[src/rtl/uart_pkg.sv]
// Shared types for the UART transmit path.
// Serialiser states and the byte type used by FIFO and shifter.
package uart_pkg;

    localparam int UART_DEFAULT_CLKS_PER_BIT = 868;

    typedef logic [7:0] uart_byte_t;

    typedef enum logic [1:0] {
        IDLE  = 2'd0,
        START = 2'd1,
        DATA  = 2'd2,
        STOP  = 2'd3
    } tx_state_e;

endpackage

[src/rtl/uart_tx_buffered_if.sv]
// CPU-side byte write handshake into the UART transmit buffer.
// The CPU drives data/strobe and must hold off while full is high.
interface uart_tx_buffered_if;
    import uart_pkg::*;

    uart_byte_t uart_tx_data;
    logic       uart_wr_en;
    logic       full;

    modport master (
        output uart_tx_data,
        output uart_wr_en,
        input  full
    );

    modport slave (
        input  uart_tx_data,
        input  uart_wr_en,
        output full
    );
endinterface

[src/rtl/sync_fifo.sv]
// Single-clock FIFO with registered count and naturally wrapping pointers.
// Read data is shown combinationally at the read pointer.
module sync_fifo #(
    parameter int WIDTH      = 8,
    parameter int DEPTH_LOG2 = 4
) (
    input  logic                  clk,
    input  logic                  rst,
    input  logic                  wr_en,
    input  logic [WIDTH-1:0]      wr_data,
    input  logic                  rd_en,
    output logic [WIDTH-1:0]      rd_data,
    output logic                  full,
    output logic                  empty,
    output logic [DEPTH_LOG2:0]   count
);
    localparam int DEPTH = 1 << DEPTH_LOG2;

    logic [WIDTH-1:0]      mem [DEPTH];
    logic [DEPTH_LOG2-1:0] wptr;
    logic [DEPTH_LOG2-1:0] rptr;
    logic                  wr_ok;
    logic                  rd_ok;

    assign full    = (count == (DEPTH_LOG2+1)'(DEPTH));
    assign empty   = (count == '0);
    assign wr_ok   = wr_en && !full;
    assign rd_ok   = rd_en && !empty;
    assign rd_data = mem[rptr];

    always_ff @(posedge clk) begin
        if (wr_ok) begin
            mem[wptr] <= wr_data;
        end
    end

    always_ff @(posedge clk) begin
        if (rst) begin
            wptr  <= '0;
            rptr  <= '0;
            count <= '0;
        end else begin
            if (wr_ok) wptr <= wptr + 1'b1;
            if (rd_ok) rptr <= rptr + 1'b1;
            unique case ({wr_ok, rd_ok})
                2'b10:   count <= count + 1'b1;
                2'b01:   count <= count - 1'b1;
                default: count <= count;
            endcase
        end
    end
endmodule

[src/rtl/uart_tx_buffered.sv]
// Buffered 8N1 UART transmitter: FIFO in front of a bit serialiser.
// txd is registered so the pin never glitches between bit periods.
module uart_tx_buffered
    import uart_pkg::*;
#(
    parameter int CLKS_PER_BIT    = UART_DEFAULT_CLKS_PER_BIT,
    parameter int FIFO_DEPTH_LOG2 = 4
) (
    input  logic                clk,
    input  logic                rst,
    uart_tx_buffered_if.slave   bus,
    output logic                txd,
    output logic                tx_idle,
    output logic                overflow
);
    localparam int BW = $clog2(CLKS_PER_BIT);

    tx_state_e              state;
    logic [BW-1:0]          baud;
    logic [2:0]             bit_cnt;
    uart_byte_t             shift;
    uart_byte_t             fifo_dout;
    logic                   fifo_full;
    logic                   fifo_empty;
    logic [FIFO_DEPTH_LOG2:0] fifo_count;
    logic                   pop;
    logic                   bit_end;

    assign pop     = (state == IDLE) && !fifo_empty;
    assign bit_end = (baud == BW'(CLKS_PER_BIT - 1));
    assign tx_idle = (state == IDLE) && (fifo_count == '0);
    assign bus.full = fifo_full;

    sync_fifo #(
        .WIDTH      (8),
        .DEPTH_LOG2 (FIFO_DEPTH_LOG2)
    ) u_fifo (
        .clk     (clk),
        .rst     (rst),
        .wr_en   (bus.uart_wr_en),
        .wr_data (bus.uart_tx_data),
        .rd_en   (pop),
        .rd_data (fifo_dout),
        .full    (fifo_full),
        .empty   (fifo_empty),
        .count   (fifo_count)
    );

    always_ff @(posedge clk) begin
        if (rst) begin
            state    <= IDLE;
            txd      <= 1'b1;
            baud     <= '0;
            bit_cnt  <= '0;
            shift    <= '0;
            overflow <= 1'b0;
        end else begin
            if (bus.uart_wr_en && fifo_full) overflow <= 1'b1;
            unique case (state)
                IDLE: begin
                    txd <= 1'b1;
                    if (pop) begin
                        shift <= fifo_dout;
                        baud  <= '0;
                        state <= START;
                        txd   <= 1'b0;
                    end
                end
                START: begin
                    if (bit_end) begin
                        baud    <= '0;
                        bit_cnt <= '0;
                        state   <= DATA;
                        txd     <= shift[0];
                    end else begin
                        baud <= baud + 1'b1;
                    end
                end
                DATA: begin
                    if (bit_end) begin
                        baud    <= '0;
                        shift   <= shift >> 1;
                        bit_cnt <= bit_cnt + 1'b1;
                        // Next bit is shift[1] before the shift lands.
                        if (bit_cnt == 3'd7) begin
                            state <= STOP;
                            txd   <= 1'b1;
                        end else begin
                            txd <= shift[1];
                        end
                    end else begin
                        baud <= baud + 1'b1;
                    end
                end
                STOP: begin
                    if (bit_end) begin
                        baud  <= '0;
                        state <= IDLE;
                    end else begin
                        baud <= baud + 1'b1;
                    end
                    txd <= 1'b1;
                end
                default: state <= IDLE;
            endcase
        end
    end
endmodule

[src/flat_wrapper.sv]
// flat-port wrapper written by rule: the top's interface ports become plain ports
module uart_tx_buffered_flat import uart_pkg::*;
#(
    parameter int CLKS_PER_BIT    = UART_DEFAULT_CLKS_PER_BIT,
    parameter int FIFO_DEPTH_LOG2 = 4
)
  (clk, rst, txd, tx_idle, overflow, bus_uart_tx_data, bus_uart_wr_en, bus_full);
  uart_tx_buffered_if bus_i ();
  input  logic clk;
  input  logic rst;
  output logic txd;
  output logic tx_idle;
  output logic overflow;
  input wire logic [$bits(bus_i.uart_tx_data)-1:0] bus_uart_tx_data;
  input wire logic [$bits(bus_i.uart_wr_en)-1:0] bus_uart_wr_en;
  output wire logic [$bits(bus_i.full)-1:0] bus_full;
  assign bus_i.uart_tx_data = bus_uart_tx_data;
  assign bus_i.uart_wr_en = bus_uart_wr_en;
  assign bus_full = bus_i.full;
  uart_tx_buffered #(.CLKS_PER_BIT(CLKS_PER_BIT), .FIFO_DEPTH_LOG2(FIFO_DEPTH_LOG2)) u_core (.clk(clk), .rst(rst), .bus(bus_i), .txd(txd), .tx_idle(tx_idle), .overflow(overflow));
endmodule
[config.mk]
export PLATFORM = sky130hd
export DESIGN_NAME = uart_tx_buffered_flat
export DESIGN_NICKNAME = d
export VERILOG_FILES = /design/src/rtl/uart_pkg.sv /design/src/rtl/uart_tx_buffered_if.sv /design/src/rtl/sync_fifo.sv /design/src/rtl/uart_tx_buffered.sv /design/src/flat_wrapper.sv
export SDC_FILE = /design/constraint.sdc
export NUM_CORES = 1
export LEC_CHECK = 0
export ABC_AREA = 1
export BUFFER_PORTS_ARGS = -buffer_cell sky130_fd_sc_hd__buf_2
export CAP_MARGIN = 10
export CELL_PAD_IN_SITES_DETAIL_PLACEMENT = 1
export CELL_PAD_IN_SITES_GLOBAL_PLACEMENT = 1
export CORE_ASPECT_RATIO = 2
export CORE_MARGIN = 2
export CORE_UTILIZATION = 45
export DETAILED_ROUTE_END_ITERATION = 12
export GPL_ROUTABILITY_DRIVEN = 0
export GPL_TIMING_DRIVEN = 0
export PLACE_DENSITY = 0.79
export SLEW_MARGIN = 20
export SYNTH_ARGS = -nofsm -noshare
export SYNTH_HDL_FRONTEND = slang
export SYNTH_SLANG_ARGS = --single-unit
[constraint.sdc]
create_clock -name clk -period 1.8 [get_ports clk]
set_input_delay 0.09 -clock clk [delete_from_list [all_inputs] [get_ports clk]]
set_output_delay 0.09 -clock clk [all_outputs]
set_load 0.005 [all_outputs]
==> reports/results.tsv <==
stage	metric	value	unit
layout	fill cell count	1729	
layout	fin area	9099	sq um
synthesis	Post-synth EDFFs	128	
synthesis	Yosys warnings	0	
timing	Fmax	0.5374	GHz
setup_path	CP Cell Sequence	nor2_4 > nand3_4 > nand2_4 > inv_8 > ha_4 > ha_4 > inv_1 > nor2_2 > nand2_2 > nand3_1 > nand3_1 > nand2_1 > inv_1	
pwr	peak supply drop	995.8	uV
setup_path	Worst setup EP type	register	
route	Initial DRC Count	358	
clock_network	clock buffer depth	2	
grt	vias in the first global route	6389	
floorplan	Die ar.	17680	sq um
timing	Slew Limit Fails	0	
layout	Syn-to-layout area delta	22.03	%
timing	Tmin final	1.861	ns
layout	layout cell share with drive strength beyond 1	21.38	%
grt	initial antenna violation count	0	
route	WL/cell	23.65	microns
placement	port bufs	13	
grt	GR met2 Demand/Resource	52.71	%
floorplan	I/O pin total	15	
placement	placed cell areas	7805	sq um
route	Antenna Nets Post-Route	0	
layout	Final Util	55.93	%
timing	crit share post-route	103.4	%
synthesis	Net Count, Synth	749	
timing	Fin Setup TNS	-0.06087	ns
layout	Ant. Diodes	0	
setup_path	Critical Path RT	2.13	ns
pwr	leak pwr	3.398	nW
setup_path	CP max FO	4	
synthesis	Cell variety after synth	39	
grt	met3 usage	4.656	%
route	Initial DRT Pass Iterations	7	
pwr	Power Total	13.27	mW
floorplan	die width	95.02	microns
synthesis	post-synth top area cell	edfxtp_1	
clock_network	CTS H-Tree Depth	4	
grt	GRT Overall Usage	27.84	%
setup_path	Slowest cell on crit path	dfxtp_4	
setup_path	WS Path Type	register to register	
route	DRC Markers	0	
synthesis	most frequent cells after synthesis	edfxtp_1 (128), inv_1 (97), nand2_1 (94), nand3_1 (75), a21oi_1 (62)	
synthesis	Synth area leaders	edfxtp_1 (52%), dfxtp_1 (11%), nand3_1 (5.0%)	
worst_hold_path	hold crit path type	primary input to register	
grt	gr ovfl total	0	
clock_network	clock slew at reported path FFs	0.07	ns
timing	Final Hold Viols	0	
setup_path	startpoint types	register	
clock_network	clock root cell	clkbuf_16	
synthesis	Primary FF master, synth	edfxtp_1	
timing	Clock Skews	0.01006	ns
clock_network	worst skew pair latency	0.44	ns
floorplan	Initial Utilization	45.83	%
synthesis	post-synthesis sequential area ratio	62.83	%
synthesis	Post-synth ARST share	0	%
synthesis	Synth Area per Inst	10.33	sq um
synthesis	Syn Inst Count	722	
timing	RSZ-0062 raised after global routing	true	
grt	met1 usage	26.05	%
placement	post-DP HPWL	16.20	mm
timing	Setup violations, final	1	
timing	Slew Limit Headroom	59.35	%
pwr	power per cell area	1458	nW/um^2
clock_network	CTS tree	yes	
layout	Final nets	809	
synthesis	Mapped Area	7456	sq um
timing	Least-Margin Pin Slew	0.6097	ns
grt	first-pass GRT wire length	35.45	mm
layout	FF+latch area	4707	sq um
synthesis	most frequent cell after synthesis	edfxtp_1	
route	routed via count	5835	
floorplan	height of the die	186.0	microns
layout	footprint of the multi-input gates	2556	sq um
route	post-DR vias/cell	5.841	
setup_path	arrival time worst endpoint	2.19	ns
floorplan	row count	66	
grt	global routing's busiest layer	met2	
clock_network	number of CTS-inserted buffers	17	
status	outcome	finished with violations	
setup_path	Crit path largest cell delay	0.35	ns
setup_path	CP top delay family	simple AND/OR/NAND/NOR gates	
floorplan	Core Region	16270	sq um
clock_network	Num Clock Sinks	170	
setup_path	Buf/Inv on CP	3	
synthesis	post-synth top area share	51.55	%
run	Max Cap Viol	0	
grt	largest net degree at the start of global routing	17	
timing	final setup margin	-0.06087	ns
synthesis	Seq cells post-synth	170	
route	drt total wl	23.62	mm
status	failing checks	negative setup slack	
-- path summary, 6_finish.rpt --
path | end | cells past startpoint | slack, ns | start
min reg2reg | u_core.shift[7] | 2 | 0.47 | u_core.shift[7]
min | u_core.u_fifo.mem[3][7] | 1 | 0.08 | bus_uart_tx_data[7]
max reg2reg | u_core.u_fifo.count[4] | 13 | -0.06 | u_core.u_fifo.count[3]
max | u_core.u_fifo.count[4] | 13 | -0.06 | u_core.u_fifo.count[3]
-- registers in the layout, indices dropped and copies added, names as in the netlist, named ones only --
name	cells
u_core.u_fifo.rptr	4
u_core.txd	1
u_core.bit_cnt	3
u_core.state	2
u_core.shift	8
u_core.u_fifo.wptr	4
u_core.u_fifo.count	5
u_core.u_fifo.mem	128
u_core.baud	10
u_core.overflow	1
-- layout make-up --
type / count / share of cell area (%)
Buffer: 31 / 2.558
Clock buffer: 22 / 5.102
Clock inverter: 10 / 1.279
Inverter: 100 / 4.290
Multi-Input combinational cell: 420 / 28.09
Sequential cell: 170 / 51.73
Tap cell: 204 / 2.805
Timing Repair Buffer: 42 / 4.139
-- stage by stage --
stage                     setup slack, ns  instances  hold WS, ns
after global placement            -0.3986        939       0.3487
after detailed placement          -0.4782        939       0.3608
after global routing              -0.1606        999      0.07179
final                            -0.06087        999      0.07711
after CTS                        -0.02669        986      0.05497
after floorplan                  -0.09405        722       0.1889
-- kinds of logic (layout without fill, tap and decap cells) --
logic type                 count (synthesis)  in the layout  synth area share, %
buffers and inverters                    132            205                7.115
DFF                                      170            170                62.83
adders and majority gates                 16             16                2.685
and+or+nand+nor                          248            248                15.04
AOI/OAI and AO/OA                        151            151                11.75
xor gates and xnor gates                   5              5               0.5873
-- repair_timing --
action                                 in CTS  in global routing
resized for setup                          90                 52
buffers inserted                           15                 13
hold buffers                                1                  0
pin swaps                                  20                 28
endpoints found under the hold margin       1                  0
setup endpoints to repair                 152                124
cloned                                      0                  1
-- routing by layer --
layer,vias to the layer above,part of all wire (%)
li1,2618,-
met4,0,8.3
met1,2909,33
met3,97,3.1
met2,211,56
met5,-,0
-- cells in the final DEF, fill, tap and decap left out, drive strengths merged, types with 2 or more instances in the layout --
cell / n
edfxtp: 128
inv: 102
nand2: 98
nand3: 76
a21oi: 64
nor2: 57
buf: 56
o21ai: 47
dfxtp: 42
clkbuf: 38
o211ai: 34
ha: 16
nand4: 8
xor2: 4
nor4: 3
clkinvlp: 3
nor3: 3
clkinv: 3
o22ai: 2
bufinv: 2
-- report_power, final --
part | internal, mW | total, mW | switching (mW) | leakage, nW
Clock | 2.12 | 3.64 | 1.52 | 0.272
Sequential | 4.52 | 4.71 | 0.192 | 1.50
Combinational | 1.82 | 4.92 | 3.10 | 1.62
Power figures use the tool's default switching activity.
